==> src/rtl/stack_alu_sequencer.sv <==
// stack_alu_sequencer: front-end controller for the stack-based ALU.
// Buffers an instruction stream in a small FIFO, checks each instruction
// against a shadow copy of the ALU stack depth, issues legal ones one at
// a time and returns popped values and sticky status flags.
//
// Handshake: an instruction transfers on a rising edge where in_valid and
// in_ready are both high; in_ready depends only on the registered FIFO
// count, and in_valid/in_opcode/in_data must stay stable until accepted.
module stack_alu_sequencer #(
    parameter int N           = 5,
    parameter int FIFO_DEPTH  = 4,
    parameter int STACK_DEPTH = 8,
    parameter int ALU_LATENCY = 1
) (
    input  logic                             clk,
    input  logic                             rst,
    input  logic                             in_valid,
    output logic                             in_ready,
    input  logic [2:0]                       in_opcode,
    input  logic [N-1:0]                     in_data,
    output logic [2:0]                       alu_opcode,
    output logic [N-1:0]                     alu_input_data,
    input  logic [N-1:0]                     alu_output_data,
    input  logic                             alu_overflow,
    output logic                             result_valid,
    output logic [N-1:0]                     result_data,
    output logic                             ovf_flag,
    output logic                             err_underflow,
    output logic                             err_stack_full,
    input  logic                             clr_err,
    output logic [$clog2(STACK_DEPTH+1)-1:0] depth,
    output logic                             busy,
    output logic [1:0]                       dbg_state
);

    localparam int DW = $clog2(STACK_DEPTH + 1);
    localparam int PW = $clog2(FIFO_DEPTH);
    localparam int CW = $clog2(FIFO_DEPTH + 1);
    localparam int WW = $clog2(ALU_LATENCY + 1);

    localparam logic [DW-1:0] STACK_MAX = DW'(STACK_DEPTH);
    localparam logic [DW-1:0] TWO       = DW'(2);
    localparam logic [CW-1:0] FIFO_FULL = CW'(FIFO_DEPTH);
    localparam logic [WW-1:0] WAIT_INIT = WW'(ALU_LATENCY - 1);

    localparam logic [2:0] OP_NOP  = 3'b000;
    localparam logic [2:0] OP_ADD  = 3'b100;
    localparam logic [2:0] OP_MUL  = 3'b101;
    localparam logic [2:0] OP_PUSH = 3'b110;
    localparam logic [2:0] OP_POP  = 3'b111;

    typedef enum logic [1:0] {
        S_IDLE  = 2'd0,
        S_ISSUE = 2'd1,
        S_WAIT  = 2'd2
    } state_t;

    // ---------------- FIFO storage and pointers ----------------
    logic [2:0]    fifo_op_q   [FIFO_DEPTH];
    logic [N-1:0]  fifo_data_q [FIFO_DEPTH];
    logic [PW-1:0] wr_ptr_q, rd_ptr_q;
    logic [CW-1:0] count_q, count_d;
    logic          wr_en;
    logic          fifo_rd;

    // ---------------- FSM and datapath registers ----------------
    state_t        state_q, state_d;
    logic [2:0]    issue_op_q, issue_op_d;
    logic [N-1:0]  issue_data_q, issue_data_d;
    logic [N-1:0]  last_data_q, last_data_d;
    logic [WW-1:0] wait_cnt_q, wait_cnt_d;
    logic [DW-1:0] depth_q, depth_d;
    logic          res_valid_q, res_valid_d;
    logic [N-1:0]  res_data_q, res_data_d;
    logic          ovf_q, ovf_d;
    logic          uf_q, uf_d;
    logic          full_q, full_d;
    logic          issue_ok;
    logic          set_ovf, set_uf, set_full;

    assign in_ready       = (count_q < FIFO_FULL);
    assign wr_en          = in_valid && in_ready;
    assign busy           = (state_q != S_IDLE) || (count_q != '0);
    assign depth          = depth_q;
    assign result_valid   = res_valid_q;
    assign result_data    = res_data_q;
    assign ovf_flag       = ovf_q;
    assign err_underflow  = uf_q;
    assign err_stack_full = full_q;
    assign dbg_state      = state_q;

    // FIFO entry storage; contents are don't-care until written.
    always_ff @(posedge clk) begin
        if (wr_en) begin
            fifo_op_q[wr_ptr_q]   <= in_opcode;
            fifo_data_q[wr_ptr_q] <= in_data;
        end
    end

    // FIFO occupancy: a simultaneous write and read leaves the count alone.
    always_comb begin
        count_d = count_q;
        case ({wr_en, fifo_rd})
            2'b10:   count_d = count_q + CW'(1);
            2'b01:   count_d = count_q - CW'(1);
            default: count_d = count_q;
        endcase
    end

    // FIFO pointers and count; pointers wrap because FIFO_DEPTH is a power of 2.
    always_ff @(posedge clk) begin
        if (rst) begin
            wr_ptr_q <= '0;
            rd_ptr_q <= '0;
            count_q  <= '0;
        end else begin
            if (wr_en) begin
                wr_ptr_q <= wr_ptr_q + PW'(1);
            end
            if (fifo_rd) begin
                rd_ptr_q <= rd_ptr_q + PW'(1);
            end
            count_q <= count_d;
        end
    end

    // Next-state, legality check, ALU drive and status updates.
    always_comb begin
        state_d        = state_q;
        issue_op_d     = issue_op_q;
        issue_data_d   = issue_data_q;
        last_data_d    = last_data_q;
        wait_cnt_d     = wait_cnt_q;
        depth_d        = depth_q;
        res_valid_d    = 1'b0;
        res_data_d     = res_data_q;
        fifo_rd        = 1'b0;
        issue_ok       = 1'b0;
        set_ovf        = 1'b0;
        set_uf         = 1'b0;
        set_full       = 1'b0;
        alu_opcode     = OP_NOP;
        alu_input_data = last_data_q;

        case (state_q)
            S_IDLE: begin
                if (count_q != '0) begin
                    fifo_rd      = 1'b1;
                    issue_op_d   = fifo_op_q[rd_ptr_q];
                    issue_data_d = fifo_data_q[rd_ptr_q];
                    state_d      = S_ISSUE;
                end
            end

            S_ISSUE: begin
                // Illegal instructions and NOPs fall back to IDLE and are dropped.
                state_d = S_IDLE;
                case (issue_op_q)
                    OP_PUSH: begin
                        if (depth_q < STACK_MAX) begin
                            issue_ok = 1'b1;
                            depth_d  = depth_q + DW'(1);
                        end else begin
                            set_full = 1'b1;
                        end
                    end
                    OP_ADD, OP_MUL: begin
                        if (depth_q >= TWO) begin
                            issue_ok = 1'b1;
                            depth_d  = depth_q - DW'(1);
                        end else begin
                            set_uf = 1'b1;
                        end
                    end
                    OP_POP: begin
                        if (depth_q != '0) begin
                            issue_ok = 1'b1;
                            depth_d  = depth_q - DW'(1);
                        end else begin
                            set_uf = 1'b1;
                        end
                    end
                    default: begin
                        issue_ok = 1'b0;
                    end
                endcase
                if (issue_ok) begin
                    alu_opcode     = issue_op_q;
                    alu_input_data = issue_data_q;
                    last_data_d    = issue_data_q;
                    wait_cnt_d     = WAIT_INIT;
                    state_d        = S_WAIT;
                end
            end

            S_WAIT: begin
                if (wait_cnt_q == '0) begin
                    state_d = S_IDLE;
                    if (issue_op_q == OP_POP) begin
                        res_valid_d = 1'b1;
                        res_data_d  = alu_output_data;
                    end
                    if ((issue_op_q == OP_ADD) || (issue_op_q == OP_MUL)) begin
                        set_ovf = alu_overflow;
                    end
                end else begin
                    wait_cnt_d = wait_cnt_q - WW'(1);
                end
            end

            default: begin
                state_d = S_IDLE;
            end
        endcase

        // Sticky flags: clear first, so a same-edge set event wins.
        ovf_d  = (clr_err ? 1'b0 : ovf_q)  | set_ovf;
        uf_d   = (clr_err ? 1'b0 : uf_q)   | set_uf;
        full_d = (clr_err ? 1'b0 : full_q) | set_full;
    end

    // FSM state, issue register, depth tracker, result and sticky flags.
    always_ff @(posedge clk) begin
        if (rst) begin
            state_q      <= S_IDLE;
            issue_op_q   <= OP_NOP;
            issue_data_q <= '0;
            last_data_q  <= '0;
            wait_cnt_q   <= '0;
            depth_q      <= '0;
            res_valid_q  <= 1'b0;
            res_data_q   <= '0;
            ovf_q        <= 1'b0;
            uf_q         <= 1'b0;
            full_q       <= 1'b0;
        end else begin
            state_q      <= state_d;
            issue_op_q   <= issue_op_d;
            issue_data_q <= issue_data_d;
            last_data_q  <= last_data_d;
            wait_cnt_q   <= wait_cnt_d;
            depth_q      <= depth_d;
            res_valid_q  <= res_valid_d;
            res_data_q   <= res_data_d;
            ovf_q        <= ovf_d;
            uf_q         <= uf_d;
            full_q       <= full_d;
        end
    end

endmodule

==> config.mk <==
export PLATFORM = sky130hd
export DESIGN_NAME = stack_alu_sequencer
export DESIGN_NICKNAME = d
export VERILOG_FILES = /design/src/rtl/stack_alu_sequencer.sv
export SDC_FILE = /design/constraint.sdc
export NUM_CORES = 1
export LEC_CHECK = 0
export CAP_MARGIN = 10
export CELL_PAD_IN_SITES_DETAIL_PLACEMENT = 1
export CELL_PAD_IN_SITES_GLOBAL_PLACEMENT = 1
export CORE_UTILIZATION = 39
export CTS_CLUSTER_SIZE = 14
export DETAILED_ROUTE_END_ITERATION = 7
export PLACE_DENSITY = 0.82
export SLEW_MARGIN = 10
export SYNTH_ARGS = -nofsm -noshare
export SYNTH_HDL_FRONTEND = slang
export SYNTH_SLANG_ARGS = --single-unit
==> constraint.sdc <==
create_clock -name clk -period 2.05 [get_ports clk]
set_input_delay 0.5125 -clock clk [delete_from_list [all_inputs] [get_ports clk]]
set_output_delay 0.5125 -clock clk [all_outputs]
set_load 0.02 [all_outputs]
==> flow_metrics.env, run 1 <==
export IMPL_status="finished, violations left"
export IMPL_violations="negative setup slack"
export IMPL_cp_arrival_ns=1.78
export IMPL_dieArea_sq_um=7450
export IMPL_place_area_sq_um=3550
export IMPL_cpPeakStageDelay_ns=0.39
export IMPL_p_comb_share_pct=30.2
export IMPL_drt_iter0_markers=75
export IMPL_layout_min_cycle_time_ns=2.29
export IMPL_hold_start="issue_data_q[2]$_SDFFE_PP0P_"
export IMPL_ys_flop_type="dfxtp_1"
export IMPL_slew_headroom_pct=61.7
export IMPL_endpoint="alu_input_data[3]"
export IMPL_ys_types=36
export IMPL_max_freq_mhz=436
export IMPL_drc_errors=0
export IMPL_path_clk_slew_ns=0.08
export IMPL_drv_slew=0
export IMPL_crit_buf_inv=2
export IMPL_die_w_microns=86.3
export IMPL_ctsLongestPathBuffers=2
export IMPL_hold_class="reg2reg"
export IMPL_gp_congestion=0.705
export IMPL_crit_cells=6
export IMPL_die_h_microns=86.3
export IMPL_syn_avg_cell_area_sq_um=12.9
export IMPL_drive_above_1_share_pct=32.5
export IMPL_required_ns=1.54
export IMPL_irDropWorstVdd_mv=0.398
export IMPL_rsz0062_at_grt="true"
export IMPL_end_kind="output pin"
export IMPL_synth_edff_count=32
export IMPL_portBuffers=42
export IMPL_path_cells="nand2b_4 > o311ai_4 > a21boi_4 > buf_12 > mux2_4 > buf_6"
export IMPL_grt_overflow_total=0
export IMPL_worstSetupStartpoint="issue_op_q[0]$_SDFFE_PP0P_"
export IMPL_fin_area_sq_um=3840
export IMPL_fill_cells=700
export IMPL_wire_per_inst_microns=15.2
export IMPL_synth_cell_area_sq_um=2770
export IMPL_power_frac_clock_pct=24.5
export IMPL_dp_cells=370
export IMPL_crit_slowest_cell="dfxtp_4"
export IMPL_final_cells=391
export IMPL_ant_nets=0
export IMPL_num_antenna_cells=0
export IMPL_hpwl_microns=4190
export IMPL_vias_per_cell=4.76
export IMPL_critPathKind="reg2out"
export IMPL_cp_max_fo=5
export IMPL_yosys_warnings=0
export IMPL_fin_skew_ns=0.0135
export IMPL_drt_first_pass_iters=4
export IMPL_sw_frac_of_total_pct=31.8
export IMPL_antenna_found_initial=0
export IMPL_synth_seq_cells=67
export IMPL_clock_tree_htree_level_count=3
export IMPL_tightest_slew_ns=0.560
export IMPL_start_util_pct=40.6
export IMPL_max_cap_violations=0
export IMPL_root_buffer="clkbuf_8"
export IMPL_crit_family="flip-flops"
export IMPL_setup_slack_ns=-0.242
export IMPL_reg2reg_slack_ns=0.01
export IMPL_core_area_sq_um=6830
export IMPL_multi_input_area_sq_um=1090
export IMPL_hold_ws_ns=0.465
export IMPL_finalSetupViolCount=8
export IMPL_rr_worst_depth=9
export IMPL_p_leak_nw=1.47
export IMPL_pin_count=43
export IMPL_syn_num_nets=242
export IMPL_num_vias=1863
export IMPL_clock_sinks=67
export IMPL_r2r_start="issue_op_q[0]$_SDFFE_PP0P_"
export IMPL_grt_pass1_vias=1943
export IMPL_routed_wirelength_microns=5940
export IMPL_grt_max_degree=14
export IMPL_syn2layout_area_growth_pct=38.4
export IMPL_start_kind="flip-flop"
export IMPL_power_density_nw_per_um2=1020
export IMPL_std_cell_rows=30
export IMPL_cts_tree="done"
export IMPL_numCtsBuffers=9
export IMPL_synthCells=215
export IMPL_r2r_end="depth[3]$_SDFFE_PP0P_"
export IMPL_grt_usage_pct=17.7
export IMPL_fin_nets=317
export IMPL_final_core_util_pct=56.2
export IMPL_power_switching_mw=1.24
export IMPL_synth_async_reset_ratio_pct=0
export IMPL_ys_seq_area_share_pct=59.9
export IMPL_internal_power_mw=2.66
export IMPL_clk_latency_ns=0.34
export IMPL_power_total_mw=3.91
export IMPL_hold_viol=0
export IMPL_final_period_utilization_pct=112
export IMPL_grt_pass1_wl_microns=9740
export IMPL_regArea_sq_um=1680
export IMPL_pwr_share_seq_pct=45.3
[area by class of cell]
type                            instances  share of cell area, %
Sequential cell                        67                   43.8
Tap cell                               96                   3.13
Clock buffer                           10                   3.33
Clock inverter                          6                   1.11
Multi-Input combinational cell        127                   28.4
Timing Repair Buffer                   75                   19.3
Inverter                               10                  0.978
[cells in the mapped netlist (all sizes together) (4+ instances only)]
master	count	share of area, %
nor2	21	2.8
mux2i	6	2.2
inv	10	1.4
mux4	8	6.5
buf	9	1.8
ha	7	3.2
edfxtp	32	35
nor2b	4	0.90
and2	6	1.4
mux2	5	2.7
nand2b	5	1.1
xor2	4	1.3
dfxtp	35	25
nand2	20	2.7
and2b	5	1.4
a21oi	15	2.7
xnor2	4	1.3
[tightest hold or removal path: cells and delay by family, from the launching register on]
family | cells | cell delay [ns]
flip-flops | 1 | 0.32
AO/OA/AOI/OAI | 1 | 0.06
AND/OR/NAND/NOR | 1 | 0.05
[worst min path at each step]
stage	slack [ns]	end	cells past startpoint
after floorplan	0.44	issue_data_q[0]$_SDFFE_PP0P_	2
after global placement	0.45	issue_data_q[2]$_SDFFE_PP0P_	2
after detailed placement	0.46	issue_data_q[2]$_SDFFE_PP0P_	2
after CTS	0.47	issue_data_q[2]$_SDFFE_PP0P_	2
after global routing	0.49	issue_data_q[2]$_SDFFE_PP0P_	2
final	0.47	issue_data_q[2]$_SDFFE_PP0P_	2
[power groups by stage]
stage	Sequential [mW]	Combinational [mW]	Clock, mW
2_1_floorplan	1.73	0.715	0
3_3_place_gp	1.75	1.07	0
3_5_place_dp	1.77	1.12	0
4_1_cts	1.77	1.15	0.984
5_1_grt	1.80	1.30	1.05
6_report	1.77	1.18	0.959
[kinds of logic (layout without fill, tap and decap cells)]
family	Yosys count	in the layout	share of synthesized area [%]
adder cells (fa/ha/maj)	9	9	4.60
XOR/XNOR	8	8	2.53
multiplexers	19	19	11.4
AO/OA/AOI/OAI	24	24	6.27
buffers and inverters	21	101	3.47
AND/OR/NAND/NOR	67	67	11.8
flip-flops	67	67	59.9
[flip-flops by register name (all words and copies together) (netlist names)]
register / flops
fifo_op_q: 12
err_stack_full: 1
rd_ptr_q: 2
ovf_flag: 1
depth: 4
result_valid: 1
fifo_data_q: 20
count_q: 3
last_data_q: 5
dbg_state: 2
wr_ptr_q: 2
issue_op_q: 3
issue_data_q: 5
err_underflow: 1
result_data: 5
[layout by cell type (no fill, tap or decap), types with 2 or more instances in the layout]
master,n
edfxtp_1,32
dfxtp_4,3
inv_1,7
dfxtp_1,26
nand2b_1,3
mux2_4,5
and2b_1,5
clkinvlp_4,2
clkdlybuf4s50_1,31
nor2b_1,3
xor2_1,3
a211oi_2,2
dlymetal6s2s_1,2
clkinv_2,2
clkbuf_8,9
nor2_1,20
buf_12,5
xnor2_1,4
nand2_1,20
a21oi_1,13
buf_6,7
mux2i_1,6
mux4_2,8
a21oi_2,2
buf_4,29
and2_1,5
dfxtp_2,6
inv_2,3
ha_1,6
nand2b_4,2
[metal layers]
metal	track usage (%)	routed length, microns
met5	0	0
met2	30.7	3070
met4	6.06	75
met3	5.05	225
met1	21.2	2580
[stage by stage]
| step | setup TNS [ns] | setup WS (ns) |
|---|---|---|
| 2_1_floorplan | -0.00315 | -0.00315 |
| 3_3_place_gp | -2.04 | -0.275 |
| 3_5_place_dp | -3.08 | -0.382 |
| 4_1_cts | -1.56 | -0.230 |
| 5_1_grt | -2.08 | -0.299 |
| 6_report | -1.50 | -0.242 |
[repair_timing]
| action | 4_1_cts | 5_1_grt |
|---|---|---|
| gates resized for setup | 56 | 14 |
| gates cloned | 1 | 0 |
| buffers inserted | 3 | 2 |
| hold buffers | 0 | 0 |
| setup endpoints to repair | 10 | 12 |
| pin swaps | 4 | 3 |
Power figures use the tool's default switching activity.
==> run 2, diff against run 1 <==
--- a/config.mk
+++ b/config.mk
@@ -6,12 +6,10 @@
 export NUM_CORES = 1
 export LEC_CHECK = 0
 export CAP_MARGIN = 10
-export CELL_PAD_IN_SITES_DETAIL_PLACEMENT = 1
-export CELL_PAD_IN_SITES_GLOBAL_PLACEMENT = 1
-export CORE_UTILIZATION = 39
+export CORE_UTILIZATION = 40
 export CTS_CLUSTER_SIZE = 14
 export DETAILED_ROUTE_END_ITERATION = 7
-export PLACE_DENSITY = 0.82
+export PLACE_DENSITY = 0.72
 export SLEW_MARGIN = 10
 export SYNTH_ARGS = -nofsm -noshare
 export SYNTH_HDL_FRONTEND = slang
==> run 2 against run 1 <==
The run still ends with negative setup slack left; sequential cell count stayed put; worst setup slack improved by 0.048 ns; fmax increased by 2.1%; critical path type unchanged; critical endpoint is now alu_input_data[4]; highest routed layer unchanged.
==> flow_metrics.env, run 2 (synthesized netlist as in run 1, its figures left out) <==
export IMPL_cpPeakStageDelay_ns=0.39
export IMPL_final_common_cell="edfxtp_1"
export IMPL_slew_headroom_pct=73.2
export IMPL_hpwl_microns=3490
export IMPL_antenna_found_initial=0
export IMPL_vias_per_cell=4.87
export IMPL_pin_count=43
export IMPL_internal_power_mw=2.96
export IMPL_hold_class="reg2reg"
export IMPL_grt_max_degree=37
export IMPL_fin_skew_ns=0.0127
export IMPL_std_cell_rows=29
export IMPL_power_frac_clock_pct=28.8
export IMPL_fin_nets=317
export IMPL_power_switching_mw=1.23
export IMPL_worstSetupStartpoint="issue_op_q[0]$_SDFFE_PP0P_"
export IMPL_cp_arrival_ns=1.73
export IMPL_grt_pass1_vias=1869
export IMPL_largest_reg_flops=20
export IMPL_r2r_start="issue_op_q[0]$_SDFFE_PP0P_"
export IMPL_num_vias=1811
export IMPL_reg_largest_list="fifo_data_q x20, fifo_op_q x12"
export IMPL_power_total_mw=4.19
export IMPL_cp_max_fo=5
export IMPL_finalSetupViolCount=7
export IMPL_path_cells="nand2b_4 > o311ai_4 > a21boi_4 > buf_6 > mux2_4 > buf_6"
export IMPL_clock_tree_htree_level_count=3
export IMPL_drive_above_1_share_pct=31.2
export IMPL_cts_tree="done"
export IMPL_core_area_sq_um=6530
export IMPL_routed_wirelength_microns=5210
export IMPL_wire_per_inst_microns=14.0
export IMPL_critPathKind="reg2out"
export IMPL_dieArea_sq_um=7270
export IMPL_sw_frac_of_total_pct=29.3
export IMPL_layout_min_cycle_time_ns=2.24
export IMPL_hold_viol=0
export IMPL_drv_slew=0
export IMPL_num_antenna_cells=0
export IMPL_start_util_pct=42.5
export IMPL_root_buffer="clkbuf_8"
export IMPL_ant_nets=0
export IMPL_fill_cells=524
export IMPL_power_density_nw_per_um2=1080
export IMPL_drt_iter0_markers=82
export IMPL_pwr_share_seq_pct=42.2
export IMPL_max_cap_violations=0
export IMPL_grt_pass1_wl_microns=8850
export IMPL_path_clk_slew_ns=0.07
export IMPL_final_core_util_pct=59.6
export IMPL_ctsLongestPathBuffers=2
export IMPL_die_h_microns=85.3
export IMPL_crit_slowest_cell="dfxtp_4"
export IMPL_irDropWorstVdd_mv=0.440
export IMPL_tightest_slew_ns=0.392
export IMPL_portBuffers=42
export IMPL_ctsHoldBuffers=0
export IMPL_setup_slack_ns=-0.194
export IMPL_die_w_microns=85.3
export IMPL_layout_common_cells="edfxtp_1 (32), clkdlybuf4s50_1 (31), dfxtp_1 (26)"
export IMPL_final_period_utilization_pct=109
export IMPL_violations="negative setup slack"
export IMPL_gp_congestion=0.775
export IMPL_rsz0062_at_grt="true"
export IMPL_clk_latency_ns=0.34
export IMPL_required_ns=1.54
export IMPL_start_kind="flip-flop"
export IMPL_clock_sinks=67
export IMPL_numCtsBuffers=9
export IMPL_cpMostUsedCell="buf_6"
export IMPL_drt_first_pass_iters=4
export IMPL_grt_overflow_total=0
export IMPL_hold_ws_ns=0.470
export IMPL_hold_start="err_stack_full$_SDFF_PP0_"
export IMPL_p_leak_nw=1.51
export IMPL_drc_errors=0
export IMPL_max_freq_mhz=446
export IMPL_p_comb_share_pct=29.0
export IMPL_syn2layout_area_growth_pct=40.3
export IMPL_end_kind="output pin"
export IMPL_grt_usage_pct=16.1
export IMPL_max_flop_register="fifo_data_q"
export IMPL_status="finished, violations left"
## run 2: changes by cell type in the layout (fill, tap and decap cells not counted), moves of 2 or more
cell        change
clkinvlp_4      -2
bufinv_16       +2
clkinv_2        -2
buf_4           -4
buf_6           +3
## run 2: worst paths after layout
check                                    to  depth (start not counted)  slack [ns]
setup reg to reg      depth[3]$_SDFFE_PP0P_                          9        0.07
hold reg to reg   err_stack_full$_SDFF_PP0_                          2        0.47
hold / removal    err_stack_full$_SDFF_PP0_                          2        0.47
setup / recovery          alu_input_data[4]                          6       -0.19
## run 2: what timing repair did
item / in CTS / in global routing
endpoints found under the setup margin: 9 / 12
endpoints found under the hold margin: 0 / 0
buffers inserted: 4 / 2
gates resized for setup: 65 / 5
pin swaps: 3 / 2
## run 2: area by class of cell
| cell class | instances | area (sq um) | area share (%) |
|---|---|---|---|
| flip-flops and latches | 67 | 1680 | 43.3 |
| inverters | 10 | 37.5 | 0.965 |
| repair buffers | 75 | 764 | 19.7 |
| multi-input cells | 127 | 1090 | 27.9 |
| well taps | 77 | 96.3 | 2.48 |
| clock inverters | 7 | 98.8 | 2.54 |
| clock buffers | 9 | 124 | 3.18 |
## run 2: per-layer routing
metal	vias to the layer above	wire length, microns	GRT usage, %
met1	848	2260	19.0
met4	0	159	9.24
met2	49	2600	27.1
met3	17	199	3.89
met5	-	0	0
li1	897	-	-
## run 2: worst max-delay path: cells and delay by family, from the launching register on
family          cells  cell delay (ns)
buf+inv             2             0.28
compound gates      2             0.28
mux                 1             0.31
flops               1             0.39
simple gates        1             0.15
## run 2: power groups by stage
stage	Clock (mW)	Combinational, mW	Sequential (mW)
2_1_floorplan	0	0.715	1.73
3_3_place_gp	0	1.06	1.75
3_5_place_dp	0	1.09	1.77
4_1_cts	1.24	1.18	1.76
5_1_grt	1.31	1.35	1.79
6_report	1.21	1.21	1.77
## run 2: per-stage QoR
| step | cells | TNS [ns] | setup slack (ns) | instance area, sq um |
|---|---|---|---|---|
| global route | 372 | -1.80 | -0.261 | 3890 |
| finish | 372 | -1.20 | -0.194 | 3890 |
| global placement | 350 | -2.32 | -0.296 | 3520 |
| floorplan | 215 | -0.00315 | -0.00315 | 2810 |
| CTS | 370 | -1.17 | -0.188 | 3850 |
| detailed placement | 350 | -2.77 | -0.348 | 3520 |
==> RTL edit, RTL diff (settings of run 1) <==
The parameter `ALU_LATENCY` goes from 1 to 2.
--- a/src/rtl/stack_alu_sequencer.sv
+++ b/src/rtl/stack_alu_sequencer.sv
@@ -10,7 +10,7 @@
     parameter int N           = 5,
     parameter int FIFO_DEPTH  = 4,
     parameter int STACK_DEPTH = 8,
-    parameter int ALU_LATENCY = 1
+    parameter int ALU_LATENCY = 2
 ) (
     input  logic                             clk,
     input  logic                             rst,
Behaviour: not the same (Yosys sat finds a counterexample within 10 cycles, from zero or initial values and one cycle with rst high).
==> RTL edit against run 1 <==
- the flow still finishes with violations (setup timing)
- routed wire length is 19% higher
- total power grew 19%
- register-to-register slack better by 0.10 ns
- clock skew fell by 0.0053 ns
- setup slack better by 0.22 ns
- first-iteration DRC count shrank 11%
- design area increased by 6.3%
- area after synthesis is 4.2% higher
- sequential cell count increased by 2
- critical path type unchanged
- largest power group unchanged
==> RTL edit: results <==
set metrics [dict create \
    outcome "finished with violations" \
    violations "setup timing" \
    reg2reg_to "count_q[2]" \
    p_int_mw 3.02 \
    reg2reg_depth 9 \
    finalClockSkew_ns 0.00816 \
    hold_start "issue_data_q[0]" \
    reg_top3 "fifo_data_q: 20 flops, fifo_op_q: 12 flops" \
    async_reset_ff_share_pct 0 \
    hold_slack_ns 0.478 \
    drt_iter0_drc 67 \
    port_buffers 42 \
    synth_commonest_cells "dfxtp_1 (37), edfxtp_1 (32), a21oi_1 (26)" \
    finalSetupTns_ns -0.0414 \
    setup_viol 2 \
    synthTopCellsByArea "edfxtp_1 (33%), dfxtp_1 (26%), mux4_2 (6.2%)" \
    dp_hpwl_um 4790 \
    peakVddDrop_mv 0.707 \
    yosysSeqAreaShare_pct 58.9 \
    place_ws_ns -0.371 \
    grt_pass1_vias 2344 \
    whs_endpoint "issue_data_q[0]" \
    final.setup.worst_slack_ns -0.0209 \
    synth_nets 276 \
    hp-class "reg2reg" \
    grt_max_degree 18 \
    grt_pass1_wl_um 11600 \
    nNetsFinal 357 \
    cts_root_buf "clkbuf_8" \
    cts_buffer_depth 2 \
    vias 2171 \
    ys_types 41 \
    place_area_um2 3700 \
    drive_gt1_share_pct 30.8 \
    core-area_um2 7210 \
    post_drt_wl_per_cell_um 16.4 \
    p_leak_nw 1.56 \
    r2r_slack_ns 0.11 \
    cts_buffers 9 \
    first_pass_iters 6 \
    holdPathStages 2 \
    place_congestion 0.745 \
    rr_startpoint "count_q[0]" \
    slew_headroom_pct 59.8 \
    drcViolationCount 0 \
    fillers 773 \
    globalRouteTotalUtil_pct 20.6 \
    path_clk_slew_ns 0.08 \
]
[RTL edit: layout make-up]
| cell class | count | area, um2 | area share, % |
|---|---|---|---|
| well taps | 99 | 124 | 3.04 |
| multi-input cells | 156 | 1220 | 30.0 |
| clock inverters | 7 | 62.6 | 1.53 |
| repair buffers | 81 | 792 | 19.4 |
| inverters | 12 | 47.5 | 1.17 |
| clock buffers | 9 | 124 | 3.04 |
| flip-flops and latches | 69 | 1710 | 41.8 |
[RTL edit: metal layers]
layer	routed length (um)	vias up	part of all wire, %	GRT usage, %
li1	-	1046	-	-
met1	2900	1076	41	23.3
met2	3860	39	55	36.6
met3	223	10	3.1	6.31
met4	101	0	1.4	7.77
met5	0	-	0	0
[RTL edit: per-stage QoR]
step / power (mW) / std cells / utilization (%)
final: 4.63 / 433 / 56.5
after global routing: 4.91 / 433 / 56.5
after CTS: 4.55 / 432 / 55.9
after detailed placement: 3.27 / 412 / 51.2
after global placement: 3.18 / 412 / 51.2
after floorplan: 2.61 / 248 / -
[RTL edit: cell families after synthesis]
logic type	synth area share [%]
buffers and inverters	3.42
muxes	8.31
and+or+nand+nor	14.4
adders and majority gates	4.85
AOI/OAI and AO/OA	8.31
xor gates and xnor gates	1.82
DFF	58.9
[RTL edit: worst max-delay path, stage by stage, from the launching register on]
cell,delay [ns]
dfxtp_2,0.34
nor2b_4,0.14
o21a_4,0.25
buf_6,0.13
o21ai_2,0.14
nand2_1,0.08
buf_6,0.13
[RTL edit: power by group through the flow]
stage / clock (mW) / combinational (mW) / sequential [mW]
after floorplan: 0 / 0.818 / 1.79
after global placement: 0 / 1.39 / 1.78
after detailed placement: 0 / 1.47 / 1.80
after CTS: 1.09 / 1.68 / 1.79
after global routing: 1.15 / 1.95 / 1.81
final: 1.05 / 1.79 / 1.79
[RTL edit: how the worst max path moves through the flow]
stage / end / start
floorplan: count_q[2] / dbg_state[0]
global placement: count_q[2] / in_valid
detailed placement: count_q[2] / in_valid
CTS: alu_opcode[0] / issue_op_q[0]
global route: alu_input_data[0] / depth[3]
finish: alu_input_data[0] / issue_op_q[0]
[RTL edit: repair_timing]
action	in CTS	in global routing
gates cloned	0	0
buffers inserted	4	1
resized for setup	83	10
endpoints found under the hold margin	0	0
hold buffers	0	0
endpoints found under the setup margin	11	13
pin swaps	10	5
